===== config.mk =====
export PLATFORM = sky130hd
export DESIGN_NAME = coin_acceptor
export DESIGN_NICKNAME = d
export VERILOG_FILES = /design/src/rtl/vending_pkg.sv /design/src/rtl/coin_debounce.sv /design/src/rtl/coin_acceptor.sv
export SDC_FILE = /design/constraint.sdc
export NUM_CORES = 1
export LEC_CHECK = 0
export CAP_MARGIN = 20
export CORE_ASPECT_RATIO = 0.9
export CORE_MARGIN = 4
export CORE_UTILIZATION = 35
export DETAILED_ROUTE_END_ITERATION = 6
export PLACE_DENSITY = 0.64
export SLEW_MARGIN = 20
export SYNTH_ARGS = -nofsm -noshare
export SYNTH_HDL_FRONTEND = slang
export SYNTH_SLANG_ARGS = --single-unit

===== constraint.sdc =====
create_clock -name clk -period 5.4 [get_ports clk]
set_input_delay 0.54 -clock clk [delete_from_list [all_inputs] [get_ports clk]]
set_output_delay 0.54 -clock clk [all_outputs]
set_load 0.03 [all_outputs]

===== src/rtl/vending_pkg.sv =====
// Shared definitions for the vending front end and controller:
// coin codes on the coin_in bus and the coin_acceptor output FSM states.
package vending_pkg;

   localparam logic [1:0] COIN_NONE = 2'b00;
   localparam logic [1:0] COIN_5    = 2'b01;
   localparam logic [1:0] COIN_10   = 2'b10;

   typedef enum logic [1:0] {
      IDLE = 2'd0,
      EMIT = 2'd1,
      GAP  = 2'd2
   } out_state_t;

endpackage


===== src/rtl/coin_debounce.sv =====
// One coin sense line: 2-flop synchronizer, counting debouncer and
// rising-edge detect on the debounced level.
module coin_debounce #(
   parameter int DEBOUNCE_CYCLES = 4
) (
   input  logic clk,
   input  logic rst_n,
   input  logic sense,
   output logic level,
   output logic rise
);

   localparam int CW = $clog2(DEBOUNCE_CYCLES + 1);
   localparam logic [CW-1:0] CNT_LAST = CW'(DEBOUNCE_CYCLES - 1);

   logic          meta_reg;
   logic          sync_reg;
   logic          level_reg;
   logic          level_d_reg;
   logic [CW-1:0] cnt_reg;

   always_ff @(posedge clk or negedge rst_n) begin
      if (!rst_n) begin
         meta_reg    <= 1'b0;
         sync_reg    <= 1'b0;
         level_reg   <= 1'b0;
         level_d_reg <= 1'b0;
         cnt_reg     <= '0;
      end else begin
         meta_reg    <= sense;
         sync_reg    <= meta_reg;
         level_d_reg <= level_reg;
         // Any sample agreeing with the current level restarts the count.
         if (sync_reg == level_reg) begin
            cnt_reg <= '0;
         end else if (cnt_reg == CNT_LAST) begin
            level_reg <= sync_reg;
            cnt_reg   <= '0;
         end else begin
            cnt_reg <= cnt_reg + CW'(1);
         end
      end
   end

   assign level = level_reg;
   assign rise  = level_reg & ~level_d_reg;

endmodule


===== src/rtl/coin_acceptor.sv =====
// Coin front end: debounces both sense lines, classifies coin events,
// queues accepted coins and emits them as single-cycle coin_in codes.
module coin_acceptor
   import vending_pkg::*;
#(
   parameter int DEBOUNCE_CYCLES = 4,
   parameter int FIFO_DEPTH      = 4,
   parameter int GAP_CYCLES      = 1
) (
   input  logic       clk,
   input  logic       rst_n,
   input  logic       sense_5,
   input  logic       sense_10,
   input  logic       accept_en,
   input  logic       hold,
   output logic [1:0] coin_in,
   output logic       reject,
   output logic       overflow
);

   localparam int AW = $clog2(FIFO_DEPTH);
   localparam int CW = AW + 1;
   localparam int GW = (GAP_CYCLES > 0) ? $clog2(GAP_CYCLES + 1) : 1;
   localparam logic [GW-1:0] GAP_LAST = GW'((GAP_CYCLES > 0) ? GAP_CYCLES - 1 : 0);

   // Index 0 = 5 rs line, index 1 = 10 rs line.
   logic [1:0] sense_vec;
   logic [1:0] level;
   logic [1:0] rise;

   assign sense_vec = {sense_10, sense_5};

   genvar gi;
   generate
      for (gi = 0; gi < 2; gi++) begin : g_line
         coin_debounce #(.DEBOUNCE_CYCLES(DEBOUNCE_CYCLES)) u_debounce (
            .clk   (clk),
            .rst_n (rst_n),
            .sense (sense_vec[gi]),
            .level (level[gi]),
            .rise  (rise[gi])
         );
      end
   endgenerate

   logic          fifo_mem [FIFO_DEPTH];
   logic [AW-1:0] wr_ptr_reg;
   logic [AW-1:0] rd_ptr_reg;
   logic [CW-1:0] count_reg;
   logic          fifo_empty;
   logic          fifo_full;

   out_state_t    state_reg, state_next;
   logic [GW-1:0] gap_cnt_reg, gap_cnt_next;
   logic [1:0]    coin_reg, coin_next;
   logic          reject_reg;
   logic          overflow_reg;
   logic          can_start;
   logic          pop;

   logic          coin_event;
   logic          both_high;
   logic          blocked;
   logic          push;
   logic          overflow_set;

   assign fifo_empty   = (count_reg == '0);
   assign fifo_full    = (count_reg == CW'(FIFO_DEPTH));
   assign coin_event   = |rise;
   assign both_high    = &level;
   // A pop in the same cycle frees a slot, so a full FIFO still accepts.
   assign blocked      = fifo_full & ~pop;
   assign push         = coin_event & ~both_high & accept_en & ~blocked;
   assign overflow_set = coin_event & ~both_high & accept_en & blocked;

   always_ff @(posedge clk) begin
      if (push) begin
         fifo_mem[wr_ptr_reg] <= rise[1];
      end
   end

   always_ff @(posedge clk or negedge rst_n) begin
      if (!rst_n) begin
         wr_ptr_reg   <= '0;
         rd_ptr_reg   <= '0;
         count_reg    <= '0;
         state_reg    <= IDLE;
         gap_cnt_reg  <= '0;
         coin_reg     <= COIN_NONE;
         reject_reg   <= 1'b0;
         overflow_reg <= 1'b0;
      end else begin
         wr_ptr_reg   <= wr_ptr_reg + AW'(push);
         rd_ptr_reg   <= rd_ptr_reg + AW'(pop);
         count_reg    <= count_reg + CW'(push) - CW'(pop);
         state_reg    <= state_next;
         gap_cnt_reg  <= gap_cnt_next;
         coin_reg     <= coin_next;
         reject_reg   <= coin_event & ~push;
         overflow_reg <= overflow_reg | overflow_set;
      end
   end

   // The last idle cycle of a code slot may launch the next code directly,
   // so back-to-back codes are separated by exactly GAP_CYCLES zero cycles.
   always_comb begin
      state_next   = state_reg;
      gap_cnt_next = gap_cnt_reg;
      coin_next    = COIN_NONE;
      pop          = 1'b0;
      can_start    = 1'b0;
      case (state_reg)
         IDLE: can_start = 1'b1;
         EMIT: begin
            if (GAP_CYCLES == 0) begin
               state_next = IDLE;
               can_start  = 1'b1;
            end else begin
               state_next   = GAP;
               gap_cnt_next = '0;
            end
         end
         GAP: begin
            if (gap_cnt_reg == GAP_LAST) begin
               state_next = IDLE;
               can_start  = 1'b1;
            end else begin
               gap_cnt_next = gap_cnt_reg + GW'(1);
            end
         end
         default: state_next = IDLE;
      endcase
      if (can_start && !fifo_empty && !hold) begin
         pop        = 1'b1;
         state_next = EMIT;
         coin_next  = fifo_mem[rd_ptr_reg] ? COIN_10 : COIN_5;
      end
   end

   assign coin_in  = coin_reg;
   assign reject   = reject_reg;
   assign overflow = overflow_reg;

endmodule


; After elaboration in Yosys (flattened, before gate mapping)
; Memories as Yosys holds them, arrays and structs flattened.
; Index checks and enable logic that the tools add are counted.
[word_totals]
out_inout_bits = 4
mem_bits_rw = 4
register_bits = 28
in_bits = 6
word_cells = 80
mem_count = 1
[mem_list]
columns = memory, words, width, read_ports, rd_clocked_by_memory_dff, wr, line
row1 = fifo_mem, 4, 1, 1, 0, 1, coin_acceptor.sv:46  ; logic fifo_mem [FIFO_DEPTH];
[op_classes]
n_eq_ne = 9
n_reduce_logical = 12
mux = 16
n_bitwise = 17
n_addsub = 7
[ops]
columns = cell, n
row1 = 3-bit two-way mux, 4
row2 = 1-bit bitwise AND, 8
row3 = 2-bit two-way mux, 4
row4 = 1-bit inverter, 8
row5 = 2-bit AND reduction, 4
row6 = 3-bit by 1-bit adder with 3-bit output (second input constant), 2
row7 = 3-bit by 2-bit == test with 1-bit output (second input constant), 2
row8 = 2-bit case mux with 3 select lines, 1
row9 = 1-bit two-way mux, 5
row10 = 2-bit by 1-bit adder with 2-bit output, 2
row11 = 1-bit case mux with 2 select lines, 2
row12 = 3-bit by 1-bit adder with 3-bit output, 1
row13 = 3-bit == test (second input constant), 1
row14 = 3-bit zero test, 1
row15 = 3-bit != test (second input constant), 1
row16 = 3-bit by 1-bit subtractor with 3-bit output, 1
row17 = 1-bit == test, 2
row18 = 2-bit by 1-bit == test with 1-bit output (second input constant), 1
row19 = 2-bit == test (second input constant), 1
row20 = 1-bit logical AND, 2
row21 = 1-bit zero test, 2
row22 = 2-bit zero test, 1
row23 = 2-bit != test (second input constant), 1
row24 = 2-bit nonzero test, 1
row25 = other kinds (3), 3

; Longest topological paths before layout
[logic_depth]
depth_word = 11
mapped_depth = 9

; Modules after synthesis
; Synthesis repeated with hierarchy kept, for this count alone.
[hier_totals]
hier_cells = 77
hier_area_um2 = 1188.6
[by_module_without_submodules]
columns = module, instances, seq_area_each_um2, cells_per_inst, area_per_inst_um2
row1 = coin_acceptor, 1, 420.4, 47, 683.2
row2 = coin_debounce, 2, 175.2, 15, 252.7

; Worst setup path before layout
; No wires, ideal clock.
[synth_timing]
path_type = register to register
startpoint = register count_reg[1]
endpoint = register count_reg[2]
arrival_ns = 2.164
path_slack_ns = 3.114
synth_period_minus_slack_ns = 2.286
required_ns = 5.277
path_stages_with_launch = 10
cell_sequence = dfrtp_1 or3b_4 o221ai_4 ha_1 inv_1 ha_1 inv_1 fa_1 xnor2_1 xnor2_1
[synth_via]
elab_chain_cells = 11
elab_cells_between_ends = 12
classes_between = add/sub (2) / eq/ne (1) / mux (1) / bitwise (4) / reduce/logical (4)
[synth_lines]
columns = element, line
row1 = start: declaration, coin_acceptor.sv:49  ; logic [CW-1:0] count_reg;
row2 = start signal: assignment, coin_acceptor.sv:95  ; count_reg <= count_reg + CW'(push) - CW'(pop);
row3 = 3-bit zero test, coin_acceptor.sv:67  ; assign fifo_empty = (count_reg == '0);
row4 = 1-bit zero test, coin_acceptor.sv:133  ; if (can_start && !fifo_empty && !hold) begin
row5 = 1-bit logical AND (2 in a row), coin_acceptor.sv:133
row6 = 1-bit two-way mux, coin_acceptor.sv:133
row7 = 1-bit inverter, coin_acceptor.sv:72  ; assign blocked = fifo_full & ~pop;
row8 = 1-bit bitwise AND, coin_acceptor.sv:72
row9 = 1-bit inverter, coin_acceptor.sv:73  ; assign push = coin_event & ~both_high & accept_en & ~blocked;
row10 = 1-bit bitwise AND, coin_acceptor.sv:73
row11 = 3-bit by 1-bit adder with 3-bit output, coin_acceptor.sv:95
row12 = 3-bit by 1-bit subtractor with 3-bit output (*), coin_acceptor.sv:95
; Mark *: on every way between the ends. The rest lies on a longest branch, timed or not.
; A chain may end at the register's enable or synchronous reset.

; Worst setup path in the final report
[layout_timing]
startpoint = input port hold
endpoint = register count_reg[2]
[layout_via]
elab_chain_cells = 9
[layout_lines]
columns = element, line
row1 = start: declaration, coin_acceptor.sv:15  ; input logic hold,
row2 = 1-bit zero test (*), coin_acceptor.sv:133
row3 = 1-bit logical AND (*), coin_acceptor.sv:133
row4 = 1-bit two-way mux (*), coin_acceptor.sv:133
row5 = 1-bit inverter, coin_acceptor.sv:72
row6 = 1-bit bitwise AND, coin_acceptor.sv:72
row7 = 1-bit inverter, coin_acceptor.sv:73
row8 = 1-bit bitwise AND, coin_acceptor.sv:73
row9 = 3-bit by 1-bit adder with 3-bit output, coin_acceptor.sv:95
row10 = 3-bit by 1-bit subtractor with 3-bit output (*), coin_acceptor.sv:95
; Marks and branches as above.

==> impl_metrics.ini <==
[outcome]
status = complete, no violations

[finish]
instances_no_fill = 138
drive_gt1_share_pct = 13.5
areaGrowthSynthToFinish_pct = 18.3
largest_reg_flops = 6
diodes = 0
layout.nets = 108

[place]
portBuffers = 9
place_congestion = 0.738
hpwlAfterDp_um = 1160
dpl.cell_count = 130

[setup_path]
max_stage_delay_ns = 0.45
worstPathRequired_ns = 5.56
r2r_slack_ns = 3.03
path_cells = clkdlybuf4s50_1, nor2_1, o221ai_4, ha_1, inv_1, ha_1, inv_1, fa_1, xnor2_1, xnor2_1
rr_endpoint = count_reg[2]
worstSetupEndpointType = register
crit_slowest_cell = clkdlybuf4s50_1
crit_fanout = 7
startpoint_type = primary input
rr_worst_depth = 9
critical_path_arrival_ns = 2.55
worstSetupPathType = in2reg
r2r_start = count_reg[1]

[route]
wl_per_cell_um = 11.2
drcViolationCount = 0
viasPerCell = 4.52
wl_um = 1550
ant_nets = 0
vias = 624
first_iter_violations = 30
firstDrtPassIters = 3

[floorplan]
dieArea_sq_um = 4390
initial_core_util_pct = 37.6
io_pins = 10
num_rows = 19
die_w_um = 69.4
core_sq_um = 3160
dieHeight_um = 63.3

[timing]
post-route-period-util_pct = 44.2
fin_setup_tns_ns = 0
worstMarginPinSlew_ns = 0.562
slew_headroom_pct = 62.5
setup_viol = 0
hold_viol_final = 0
fin_crit_ns = 2.39
drv_slew = 0
fmax_mhz = 419
rsz0062_at_grt = no
skew_ns = 0.00333

[pwr]
power.leakage_nw = 0.605
power.density_nw_per_um2 = 536
peakVddDrop_mv = 0.203

[clock_network]
postCtsHoldBufs = 0
cts_resized = 0
clockRootBuffer = clkbuf_8
clkSinkCount = 30
ctsHtreeMaxLevel = 2
numCtsBuffers = 5
postCtsSetupBuffers = 0
cts_max_path_buffers = 2
insertion_delay_ns = 0.27
cts_tree = done
clk_pin_slew_ns = 0.06

[logic_synthesis]
synthTopCellsByArea = dfrtp_1, edfxtp_1, ha_1
synth_top_family_by_area = simple AND/OR/NAND/NOR gates
netlist_top_cells_count = dfrtp_1, ha_1, nor3_1, nor3b_1, inv_1
ys_types = 22
synthMuxAreaShare_pct = 3.79
yosysWarnings = 0
synth-simple-area-share_pct = 13.5
seq_area_frac_synth_pct = 64.8
synth_area_sq_um = 1190
syn_avg_cell_area_sq_um = 15.0
yosysTopAreaCell = dfrtp_1
ys_ff_latch = 30
synth_top_area_share_pct = 54.7
syn-instance-count = 79
synth-compound-area-share_pct = 3.89
postSynthNetCount = 92
synth_most_common_cell = dfrtp_1
synth_edf_count = 4
async_reset_ff_share_pct = 86.7
synth_top_flop_cell = dfrtp_1
synth_xor_xnor_area_share_pct = 4.42
synth_fa_ha_area_share_pct = 8.00

[grt]
gr-total-overflow = 0
grt_pass1_vias = 658
grt_pass1_wl_um = 2930
antenna_found_initial = 0
grt_usage_pct = 9.08
grt_max_degree = 27

[flow_run]
max-cap-violations = 0

[hold_path]
holdCritPathClass = in2async
power breakdown:
| group | internal (mW) | switching, mW |
|---|---|---|
| logic | 0.118 | 0.107 |
| clock network | 0.0912 | 0.0728 |
| registers | 0.307 | 0.0567 |
worst max-delay path by stage:
stage	start	to	depth (start not counted)	slack, ns
floorplan	count_reg[1]	count_reg[2]	9	3.11
global placement	hold	count_reg[2]	9	2.73
detailed placement	hold	count_reg[2]	10	2.71
CTS	count_reg[1]	count_reg[2]	9	3.01
global route	count_reg[1]	count_reg[2]	9	2.87
finish	hold	count_reg[2]	10	3.01
metrics by stage:
stage	util [%]	cell area [sq um]	hold slack [ns]	total power [mW]	setup slack [ns]
2_1_floorplan	-	1190	0.244	0.536	3.11
3_3_place_gp	42.1	1330	0.335	0.591	2.73
3_5_place_dp	41.9	1330	0.342	0.600	2.71
4_1_cts	44.5	1410	0.271	0.771	3.01
5_1_grt	44.5	1410	0.294	0.823	2.87
6_report	44.5	1410	0.252	0.753	3.01
cells in the final DEF, fill, tap and decap left out, types with 2 or more instances in the layout:
cell and count:
clkbuf_1 3, clkbuf_8 5, clkdlybuf4s50_1 8, dfrtp_1 26
edfxtp_1 4, ha_1 6, inv_1 5, mux2_2 2
nor2_1 2, nor2b_1 4, nor3_1 6, nor3b_1 6
nor3b_2 2, xnor2_1 4, xor2_1 2
worst max-delay path, delay by kind of cell:
| kind | cells | cell delay, ns |
|---|---|---|
| adders and majority gates | 3 | 0.79 |
| buffers and inverters | 3 | 0.54 |
| xor gates and xnor gates | 2 | 0.26 |
| and+or+nand+nor | 1 | 0.23 |
| AOI/OAI and AO/OA | 1 | 0.17 |
kinds of logic (layout without fill, tap and decap cells):
logic type | after synthesis | after routing
AO/OA/AOI/OAI | 4 | 4
XOR/XNOR | 6 | 6
adder cells (fa/ha/maj) | 7 | 7
buffers and inverters | 5 | 22
AND/OR/NAND/NOR | 24 | 24
multiplexers | 3 | 3
flip-flops | 30 | 30
layer usage:
layer  GRT usage [%]  part of all wire [%]
met1            10.3                    47
met5               0                     0
met4            6.59                   3.3
met2            12.9                    42
met3            4.93                   7.4
final cells by class:
type,count,area (sq um)
clock buffers,8,80.1
fillers,285,1760
inverters,5,18.8
multi-input cells,44,399
flip-flops and latches,30,771
well taps,42,52.6
repair buffers,9,85.1
No activity file was read; power rests on OpenSTA's default activity.
